==> src/rtl/shift_add_mult_ctrl.sv <==
// Control FSM for the N-bit shift-add multiplier: load, N add/shift steps, done handshake.
// Optional build macro SIGNED_MULT_EN enables the two's-complement final-step Cm output.
`timescale 1ns/1ps

module shift_add_mult_ctrl #(
    parameter  int N  = 4,
    localparam int CW = $clog2(N)
) (
    input  logic          CLK,
    input  logic          Reset,
    input  logic          Start,
    input  logic          M,
    output logic          Load,
    output logic          Rshift,
    output logic          AddRshift,
    output logic          Cm,
    output logic          Busy,
    output logic          Done,
    output logic [CW-1:0] Count
);

    typedef enum logic [1:0] {
        S_IDLE = 2'b00,
        S_LOAD = 2'b01,
        S_RUN  = 2'b10,
        S_DONE = 2'b11
    } state_e;

    localparam logic [CW-1:0] LAST = CW'(N - 1);

    state_e        state_q, state_d;
    logic [CW-1:0] count_q, count_d;

    always_ff @(posedge CLK or posedge Reset) begin
        if (Reset) begin
            state_q <= S_IDLE;
            count_q <= '0;
        end else begin
            state_q <= state_d;
            count_q <= count_d;
        end
    end

    always_comb begin
        state_d   = state_q;
        count_d   = count_q;
        Load      = 1'b0;
        Rshift    = 1'b0;
        AddRshift = 1'b0;
        Cm        = 1'b0;
        Busy      = 1'b0;
        Done      = 1'b0;
        unique case (state_q)
            S_IDLE: begin
                count_d = '0;
                if (Start) state_d = S_LOAD;
            end
            S_LOAD: begin
                Load    = 1'b1;
                Busy    = 1'b1;
                count_d = '0;
                state_d = S_RUN;
            end
            S_RUN: begin
                Busy      = 1'b1;
                AddRshift = M;
                Rshift    = ~M;
                if (count_q == LAST) begin
                    count_d = '0;
                    state_d = S_DONE;
                end else begin
                    count_d = count_q + CW'(1);
                end
            end
            S_DONE: begin
                Done    = 1'b1;
                count_d = '0;
                if (!Start) state_d = S_IDLE;
            end
            default: begin
                state_d = S_IDLE;
                count_d = '0;
            end
        endcase
        // Sign-bit weight is negative: subtract the multiplicand on the last step.
`ifdef SIGNED_MULT_EN
        Cm = AddRshift && (count_q == LAST);
`else
        Cm = 1'b0;
`endif
    end

    assign Count = count_q;

    a_excl:   assert property (@(posedge CLK) disable iff (Reset)
                  $onehot0({Load, Rshift, AddRshift, Done}));
    a_cm:     assert property (@(posedge CLK) disable iff (Reset) Cm |-> AddRshift);
    a_run:    assert property (@(posedge CLK) disable iff (Reset)
                  (state_q == S_RUN) |-> (Rshift ^ AddRshift));
    a_count:  assert property (@(posedge CLK) disable iff (Reset) count_q <= LAST);

endmodule
==> config.mk <==
export PLATFORM = sky130hd
export DESIGN_NAME = shift_add_mult_ctrl
export DESIGN_NICKNAME = d
export VERILOG_FILES = /design/src/rtl/shift_add_mult_ctrl.sv
export SDC_FILE = /design/constraint.sdc
export NUM_CORES = 1
export LEC_CHECK = 0
export CORE_AREA = 2 2 39 41
export DETAILED_ROUTE_END_ITERATION = 6
export DIE_AREA = 0 0 41 43
export GPL_TIMING_DRIVEN = 0
export SLEW_MARGIN = 40
export SYNTH_ARGS = -nofsm -noshare
export SYNTH_HDL_FRONTEND = slang
export SYNTH_SLANG_ARGS = --single-unit
==> constraint.sdc <==
create_clock -name CLK -period 2.2 [get_ports CLK]
set_clock_uncertainty 0.2 [all_clocks]
set_input_delay 0.66 -clock CLK [delete_from_list [all_inputs] [get_ports CLK]]
set_output_delay 0.66 -clock CLK [all_outputs]
set_load 0.01 [all_outputs]
==> results.json, run 1 <==
{
  "path_max_fanout": 5,
  "critPathMaxStageDelay_ns": 0.38,
  "worstSetupStartpoint": "state_q[0]$_DFFE_PP0P_",
  "antenna_found_initial": 0,
  "synth_warnings": 0,
  "die_y_um": 43,
  "synth_edf_count": 0,
  "synth_area_leaders": "dfrtp_1, ha_1, mux2i_1",
  "die_w_um": 41,
  "maxCapViolCount": 0,
  "clockBufferDepth": 2,
  "min_period_over_period": 0.968,
  "totalWireLength_um": 454,
  "die_area_um2": 1760,
  "stdcell_area_um2": 423,
  "critPathBufInv": 2,
  "total_power_uw": 568,
  "crit_slowest_cell": "dfrtp_1",
  "end_kind": "output pin",
  "seq_area_frac_synth": 0.348,
  "fin_crit_ns": 2.13,
  "ys.flop_type": "dfrtp_1",
  "start_kind": "register",
  "clkTransAtPathRegs_ns": 0.04,
  "place_area_um2": 408,
  "h-tree-depth": 1,
  "cts_hold_buf": 0,
  "hold_viol": 0,
  "use_met1": 0.0719,
  "reg2reg_slack_ns": 0.59,
  "synth_top_area_cell": "dfrtp_1",
  "vias": 204,
  "slew_viol_final": 0,
  "insertedDiodeCount": 0,
  "synth_nets": 37,
  "yosysMostFrequentCell": "ha_1",
  "rsz0062_at_grt": "no",
  "drt-pass1-iter-count": 2,
  "grt_max_degree": 6,
  "placement_rows": 14,
  "worstPathRequired_ns": 1.34,
  "synth_commonest_cells": "ha_1, dfrtp_1, inv_1, and2_1, mux2i_1",
  "grt.busiest_layer": "met2",
  "grt_pass1_wl_um": 752,
  "rr_worst_depth": 5,
  "hold_depth": 1,
  "setup_viol": 0,
  "cts_made_buffers": 3,
  "synthCells": 26,
  "clk_latency_ns": 0.23,
  "overflow": 0,
  "hp-class": "register to register",
  "io_buffers": 10,
  "grt.total_usage": 0.0676,
  "avgSynthCellArea_um2": 11.1,
  "min_to": "Count[0]$_DFF_PP0_",
  "start_util": 0.208,
  "r2r_start": "state_q[1]$_DFFE_PP0P_",
  "grt_pass1_vias": 212,
  "max_freq_ghz": 0.469,
  "hp-start": "Count[0]$_DFF_PP0_",
  "dp_hpwl_um": 391,
  "root_buffer": "clkbuf_4",
  "clock-sinks": 4,
  "powerDensity_nw_per_um2": 1340,
  "nets": 53,
  "criticalPathCategory": "register to output pin",
  "async_flop_share": 1.00,
  "io_pins": 12,
  "met3_usage": 0.0314,
  "crit_arrival_ns": 1.27,
  "fin_setup_tns_ns": 0,
  "core_um2": 1380,
  "path_cells": "inv_2, ha_1, dlygate4sd2_1",
  "r2r-end": "state_q[1]$_DFFE_PP0P_",
  "route.detailed.drc": 0,
  "drtAntennaViolNets": 0,
  "synthDistinctLibCells": 12,
  "cts_tree": "built",
  "ys_ff_latch": 4,
  "use_met2": 0.0938,
  "ir_worst_vdd_mv": 0.358,
  "layout-drive-gt1-share": 0.250,
  "synth_top_area_share": 0.348,
  "detail_route.wl_per_cell_um": 8.11,
  "crit_family": "flip-flops",
  "synthToLayoutAreaGrowth_pct": 47.0,
  "routed_via_density": 3.64,
  "status": "finished clean",
  "gp_congestion": 0.664,
  "drtIter0Drc": 1,
  "leakage_uw": 0.000235,
  "netlist_area_um2": 288
}
==> where the power goes <==
part	internal [µW]	switching [µW]	total, µW
Clock	60.7	26.0	86.7
Sequential	108	22.0	130
Combinational	186	166	352
Total	354	214	568
==> area by class of cell <==
type,count,area (µm²)
well taps,16,20.0
clock buffers,3,22.5
multi-input cells,17,165
plain buffers,1,7.51
flip-flops and latches,4,100
fillers,157,961
inverters,4,15.0
repair buffers,11,92.6
==> per-layer routing <==
metal | up-vias | wire, µm
met5 | - | 0
met4 | 0 | 0
met3 | 0 | 39
met2 | 7 | 220
met1 | 89 | 193
li1 | 108 | -
==> how the worst max path moves through the flow <==
stage                      endpoint  slack [ns]  depth (start not counted)
after floorplan              Rshift        0.43                          3
final                          Busy        0.07                          3
after CTS                      Busy       0.003                          3
after global placement    AddRshift       -0.43                          3
after global routing           Busy        0.01                          3
after detailed placement  AddRshift       -0.43                          3
==> worst register-to-register path: cells and delay by family (launching register included) <==
family	cells	cell delay [ns]
flip-flops	1	0.37
buffers and inverters	1	0.15
multiplexers	2	0.48
AO/OA/AOI/OAI	1	0.10
adder cells (fa/ha/maj)	1	0.18
==> stage by stage <==
stage	worst slack (ns)	hold slack [ns]	utilization	cells
6_report	0.0698	0.267	0.306	56
5_1_grt	0.0140	0.302	0.306	56
4_1_cts	0.00321	0.268	0.306	56
3_5_place_dp	-0.429	0.264	0.295	52
3_3_place_gp	-0.429	0.263	0.295	52
2_1_floorplan	0.433	0.226	-	26
==> layout by cell type (no fill, tap or decap), drive strengths merged <==
master / count
nor2b: 1
nor3b: 1
ha: 7
conb: 1
and2: 2
clkdlybuf4s50: 4
nor2: 1
mux2i: 2
buf: 4
o21ai: 1
mux2: 1
inv: 4
dfrtp: 4
clkbuf: 3
dlygate4sd2: 4
==> kinds of logic (layout without fill, tap and decap cells) <==
kind of cell | count (synthesis) | after routing | share of synthesized area
adders and majority gates | 7 | 7 | 0.304
and+or+nand+nor | 5 | 5 | 0.104
buffers and inverters | 5 | 19 | 0.0783
DFF | 4 | 4 | 0.348
muxes | 3 | 3 | 0.122
other | 1 | 1 | 0.0130
AOI/OAI and AO/OA | 1 | 1 | 0.0304
==> sequential cells by signal, indices dropped and copies added (netlist names) <==
register and count:
Count 2, state_q 2
==> timing repair <==
item                       in CTS  in global routing
setup endpoints to repair       5                  2
gates resized for setup        12                  1
setup buffers                   1                  0
pin swaps                       0                  0
Power figures use the tool's default switching activity.
==> run 2, diff against run 1 <==
--- a/config.mk
+++ b/config.mk
@@ -5,9 +5,10 @@
 export SDC_FILE = /design/constraint.sdc
 export NUM_CORES = 1
 export LEC_CHECK = 0
-export CORE_AREA = 2 2 39 41
+export ABC_AREA = 1
+export CORE_AREA = 5 5 42 44
 export DETAILED_ROUTE_END_ITERATION = 6
-export DIE_AREA = 0 0 41 43
+export DIE_AREA = 0 0 47 49
 export GPL_TIMING_DRIVEN = 0
 export SLEW_MARGIN = 40
 export SYNTH_ARGS = -nofsm -noshare
==> results.json, run 2 <==
{
  "synth_top_area_share": 0.311,
  "leakage_uw": 0.000278,
  "hold_viol": 0,
  "synth_top_area_cell": "dfrtp_1",
  "clk_latency_ns": 0.23,
  "dp.cells": 67,
  "nets": 69,
  "insertedDiodeCount": 0,
  "fin_cells": 72,
  "r2r_start": "state_q[1]$_DFFE_PP0P_",
  "worstPathRequired_ns": 1.34,
  "drtIter0Drc": 1,
  "die_w_um": 47,
  "ys.flop_type": "dfrtp_1",
  "ys_ff_latch": 4,
  "yosysMostFrequentCell": "nand2_1",
  "gp_congestion": 0.719,
  "synth_edf_count": 0,
  "rsz0062_at_grt": "no",
  "drtAntennaViolNets": 0,
  "nFillCells": 161,
  "status": "finished clean",
  "final_common_cell": "nand2_1",
  "cts_made_buffers": 3,
  "clock-sinks": 4,
  "vias": 269,
  "mostFrequentLayoutCells": "nand2_1, inv_1, ha_1",
  "layout-drive-gt1-share": 0.232,
  "ir_worst_vdd_mv": 0.431,
  "cts_hold_buf": 0,
  "whs_ns": 0.309,
  "critPathMaxStageDelay_ns": 0.37,
  "end_kind": "output pin",
  "synth_area_leaders": "dfrtp_1, ha_1, nand2_1",
  "die_area_um2": 2300,
  "clockBufferDepth": 2,
  "io_pins": 12,
  "detail_route.wl_per_cell_um": 8.85,
  "synthCells": 41,
  "routed_via_density": 3.74,
  "powerDensity_nw_per_um2": 1210,
  "die_y_um": 49,
  "utilization": 0.338,
  "dp_hpwl_um": 477,
  "drt-pass1-iter-count": 5,
  "seq_area_frac_synth": 0.311,
  "antenna_found_initial": 0,
  "hp-class": "register to register",
  "path_cells": "buf_4, ha_1, nand2_1, inv_1, clkdlybuf4s15_2",
  "synth_commonest_cells": "nand2_1, inv_1, ha_1, dfrtp_1",
  "setup_viol": 0,
  "totalWireLength_um": 637,
  "slew_viol_final": 0,
  "root_buffer": "clkbuf_4",
  "fin_setup_tns_ns": 0,
  "io_buffers": 10,
  "start_util": 0.229,
  "avgSynthCellArea_um2": 7.84,
  "crit_family": "buffers and inverters",
  "synth_nets": 52,
  "hp-start": "Count[0]$_DFF_PP0_",
  "max_freq_ghz": 0.472,
  "grt_max_degree": 5,
  "criticalPathCategory": "register to output pin",
  "route.detailed.drc": 0,
  "grt_pass1_vias": 281,
  "crit_arrival_ns": 1.26,
  "path_max_fanout": 4,
  "crit_slowest_cell": "dfrtp_1",
  "min_period_over_period": 0.962,
  "start_kind": "register",
  "synthDistinctLibCells": 13,
  "grt.total_usage": 0.0699,
  "core_um2": 1400,
  "cts_tree": "built",
  "critPathBufInv": 3,
  "netlist_area_um2": 322,
  "worstSetupStartpoint": "state_q[1]$_DFFE_PP0P_",
  "fin_crit_ns": 2.12,
  "synth_warnings": 0,
  "placement_rows": 14,
  "synthToLayoutAreaGrowth_pct": 47.1,
  "async_flop_share": 1.00,
  "grt_pass1_wl_um": 1140,
  "clkTransAtPathRegs_ns": 0.04,
  "overflow": 0,
  "h-tree-depth": 1,
  "maxCapViolCount": 0
}
-- run 2: what timing repair did --
item / in CTS / in global routing
setup buffers: 2 / 0
gates resized for setup: 11 / 3
cloned: 0 / 0
setup endpoints to repair: 5 / 2
-- run 2: worst paths after layout --
| path | endpoint | slack [ns] | cells past startpoint |
|---|---|---|---|
| max | AddRshift | 0.08 | 5 |
| min in group asynchronous | state_q[0]$_DFFE_PP0P_ | 0.41 | 2 |
| max in group asynchronous | state_q[1]$_DFFE_PP0P_ | 1.25 | 2 |
| max reg2reg | state_q[0]$_DFFE_PP0P_ | 0.83 | 5 |
| min | Count[0]$_DFF_PP0_ | 0.31 | 1 |
| min reg2reg | Count[0]$_DFF_PP0_ | 0.31 | 1 |
-- run 2: power by group --
part	internal, µW	leakage (µW)	switching, µW	total (µW)
clock network	61.0	0.0000138	30.2	91.2
registers	105	0.0000519	23.9	129
logic	171	0.000212	181	352
total	337	0.000278	235	572
-- run 2: cell families after synthesis --
| logic type | share of synthesized area |
|---|---|
| and+or+nand+nor | 0.265 |
| buffers and inverters | 0.140 |
| adders and majority gates | 0.272 |
| DFF | 0.311 |
| other | 0.0117 |
-- run 2: through the flow --
step	total power [µW]	area [µm²]	setup WS (ns)
floorplan	338	322	0.450
global route	650	473	0.0132
CTS	576	470	0.0368
global placement	478	442	-0.430
detailed placement	482	442	-0.435
finish	572	473	0.0830
-- run 2: layout make-up --
cell class / count / area (µm²) / share of cell area
multi-input cells: 26 / 176 / 0.373
well taps: 16 / 20.0 / 0.0423
inverters: 10 / 37.5 / 0.0794
clock buffers: 3 / 22.5 / 0.0476
flip-flops and latches: 4 / 100 / 0.212
plain buffers: 1 / 7.51 / 0.0159
repair buffers: 12 / 109 / 0.230
-- run 2: layer usage --
layer / part of all wire / GRT usage / vias to the layer above / wire [µm]
met5: 0 / 0 / - / 0
met4: 0 / 0.0553 / 0 / 0
met3: 0.11 / 0.0332 / 0 / 72
met2: 0.46 / 0.0973 / 9 / 291
met1: 0.43 / 0.0774 / 111 / 273
li1: - / - / 149 / -
==> edit 1 (config.mk and constraints of run 1) <==
Reset style: synchronous (`Reset`), changed in one clocked block.
--- a/src/rtl/shift_add_mult_ctrl.sv
+++ b/src/rtl/shift_add_mult_ctrl.sv
@@ -31,7 +31,7 @@
     state_e        state_q, state_d;
     logic [CW-1:0] count_q, count_d;
 
-    always_ff @(posedge CLK or posedge Reset) begin
+    always_ff @(posedge CLK) begin
         if (Reset) begin
             state_q <= S_IDLE;
             count_q <= '0;
Formal check against the unedited RTL: differs if Reset is asserted again (counterexample within 4 cycles, from zero or initial values and one cycle with Reset high); with Reset held inactive, the same outputs for 10 cycles.
==> edit 1 against run 1 <==
- final area shrank 3.6%
- largest power group unchanged
- area after synthesis shrank 4.3%
- clock power grew 0.6%
- sequential cell count is the same
- total power shrank 14%
- setup slack gained 0.032 ns
- highest routed layer unchanged
- routed wire length grew 2.4%
==> edit 1: results (changes against run 1) <==
Parameter                              Value

Global routing
  Number of global-route vias before repair    196 (-7.5%)
  Wire length of the first global-routing pass    710 um (-5.6%)
  Largest net degree at the start of global routing    5 (-1)

Drt
  Total Wirelength    465 um (+2.4%)
  DRC violation total after the first TritonRoute iteration    0 (-1)
  Average wire length per cell after detail routing    8.304 um (+2.4%)
  Via count of the routed design    223 (+9.3%)

Min path
  Min-Delay Startpoint    Count[0]
  Worst Hold Path EP    Count[0]

Logic synthesis
  Post-synthesis cell type count    16 (+4)
  Synth area leaders    dfxtp_1 (29%), ha_1 (27%), inv_1 (5.5%)
  Share of synthesized area occupied by flip-flops and latches    29.09% (-5.7 points)
  Post-synthesis cell count    27 (+3.8%)
  Leading register cell type out of synthesis    dfxtp_1

Setup path
  CP top delay family    buffers and inverters
  R2R Path End    Count[1]
  Peak per-stage delay on the critical path    0.33 ns (-0.05 ns)
  Crit path launch    state_q[0]
  Data arrival time of the critical path    1.24 ns (-0.03 ns)
  Worst-path maximum fanout    4 (-1)

Place
  Global placement routability congestion    0.7307 (+10%)
  Setup Slack @ Placement    -0.4373 ns (-0.007902 ns)
  Post-place instance area    395.4 um^2 (-3.1%)
  Placed cells    53 (+1.9%)

Pwr
  Worst supply voltage drop on vdd    0.5220 mV (+46%)

Layout
  Fraction of final layout cells sized beyond drive strength 1    32.50% (+7.5 points)
  Number of nets at the end of the flow    52 (-1.9%)
  Layout Utilization    29.48% (-1.1 points)

STA
  Maximum achievable frequency    476.7 MHz (+1.5%)
  Min Hold Slack    0.2472 ns (-0.01956 ns)

Run status
  Run status    complete, no violations
## edit 1: cell type report
| type | instances | share of cell area (%) |
|---|---|---|
| inverters | 4 | 3.681 |
| multi-input cells | 18 | 42.94 |
| plain buffers | 1 | 1.840 |
| repair buffers | 10 | 20.86 |
| clock buffers | 3 | 5.521 |
| well taps | 16 | 4.908 |
| flip-flops and latches | 4 | 20.25 |
## edit 1: cell families after synthesis
logic type                 after synthesis  share of synthesized area [%]
and+or+nand+nor                          6                          18.64
DFF                                      4                          29.09
AOI/OAI and AO/OA                        4                          11.36
adders and majority gates                6                          27.27
muxes                                    1                          4.091
buffers and inverters                    5                          8.181
other                                    1                          1.362
## edit 1: layer usage
metal	track usage, %	vias up	part of all wire (%)
li1	-	116	-
met1	5.414	99	43
met2	9.375	8	46
met3	6.283	0	11
met4	6.000	0	0
met5	0	-	0
## edit 1: where the power goes
part / internal [mW] / switching (mW)
combinational: 0.145 / 0.129
clock: 0.0608 / 0.0265
sequential: 0.104 / 0.0224
total: 0.310 / 0.178
==> edit 2 (settings of run 1) <==
Without the edit above. Build with the macro `SIGNED_MULT_EN` defined.
--- a/src/rtl/shift_add_mult_ctrl.sv
+++ b/src/rtl/shift_add_mult_ctrl.sv
@@ -1,6 +1,8 @@
 // Control FSM for the N-bit shift-add multiplier: load, N add/shift steps, done handshake.
 // Optional build macro SIGNED_MULT_EN enables the two's-complement final-step Cm output.
 `timescale 1ns/1ps
+
+`define SIGNED_MULT_EN
 
 module shift_add_mult_ctrl #(
     parameter  int N  = 4,
Check against the original RTL: not equivalent (a bounded check fails within 10 cycles, from zero or initial values and one cycle with Reset high).
==> edit 2 against run 1 <==
- final area up 12%
- routed wire length is 17% higher
- final cell count up 1.8%
- die area stayed put
- synthesized cell count shrank 3.8%
- core utilization up 3.8 points
- total power up 11%
- sequential cell count unchanged
- setup slack lost 0.026 ns
- area after synthesis fell by 1.7%
- global-route usage grew 0.51 points
- first-iteration DRC count up 100%
- critical path type is now primary input to output port
==> edit 2: results (changes against run 1) <==
Parameter                              Value

Place
  Number of port buffers    11 (+1)
  Global placement routability congestion    0.6360 (-4.2%)

Run status
  Run status    complete, no violations

Logic synthesis
  Synthesized netlist net count    36 (-2.7%)
  Share of synthesized area occupied by flip-flops and latches    35.40% (+0.62 points)
  Share of synthesized cell area in full adder, half adder and majority cells    30.97% (+0.54 points)
  Synth area leaders    dfrtp_1 (35%), ha_1 (31%), mux2i_1 (7.1%)
  Mux contribution to synthesized area    12.39% (+0.22 points)

Setup path
  Worst-path maximum fanout    3 (-2)
  Data arrival time of the critical path    1.30 ns (+0.03 ns)
  Peak per-stage delay on the critical path    0.25 ns (-0.13 ns)
  Last element of the critical path    Cm
  CP top delay family    buffers and inverters
  Reg-to-reg setup timing slack    0.56 ns (-0.03 ns)

Drt
  Average wire length per cell after detail routing    9.333 um (+15%)
  Detailed Routing Iterations Pass 1    4 (+2)
  Length of routed wiring on met1    223 um (+16%)
  Met2 Routed Length    277 um (+26%)
  Met3 wire length    32 um (-18%)
  Via density    3.614 (-0.79%)

Pwr
  Worst supply voltage drop on vdd    0.4875 mV (+36%)
  Power in combinational cells    0.414 mW (+18%)
  Static leakage    0.2400 nW (+2.0%)
  Portion of total power attributed to the clock network    13.8% (-1.5 points)

Layout
  Filler cell count in the final layout    142 (-9.6%)
  Number of nets at the end of the flow    54 (+1.9%)
  Fraction of final layout cells sized beyond drive strength 1    29.27% (+4.3 points)

STA
  Min Hold Slack    0.2699 ns (+0.003209 ns)

Global routing
  GRT Resource Usage Total    7.273% (+0.51 points)
-- edit 2: per-stage QoR --
stage / instances / instance area (um^2) / utilization [%] / power, mW / worst slack [ns]
after floorplan: 25 / 282.8 / - / 0.3590 / 0.4328
after global placement: 52 / 412.9 / 29.84 / 0.5094 / -0.4967
after detailed placement: 52 / 412.9 / 29.84 / 0.5134 / -0.4957
after CTS: 56 / 442.9 / 32.01 / 0.5953 / 0.005725
after global routing: 57 / 475.5 / 34.36 / 0.6969 / 0.0003263
final: 57 / 475.5 / 34.36 / 0.6323 / 0.04423
-- edit 2: cell type report --
cell class	count	area [um^2]	share of cell area, %
sequential	4	100.1	21.05
inverter	4	17.52	3.684
timing repair buffer	13	122.6	25.79
multi-input combinational	17	192.7	40.53
tap	16	20.02	4.211
clock buffer	3	22.52	4.737
-- edit 2: what timing repair did --
item | CTS | global route
gates resized for setup | 14 | 4
gates cloned | 0 | 0
setup endpoints to repair | 6 | 4
setup buffers | 1 | 1
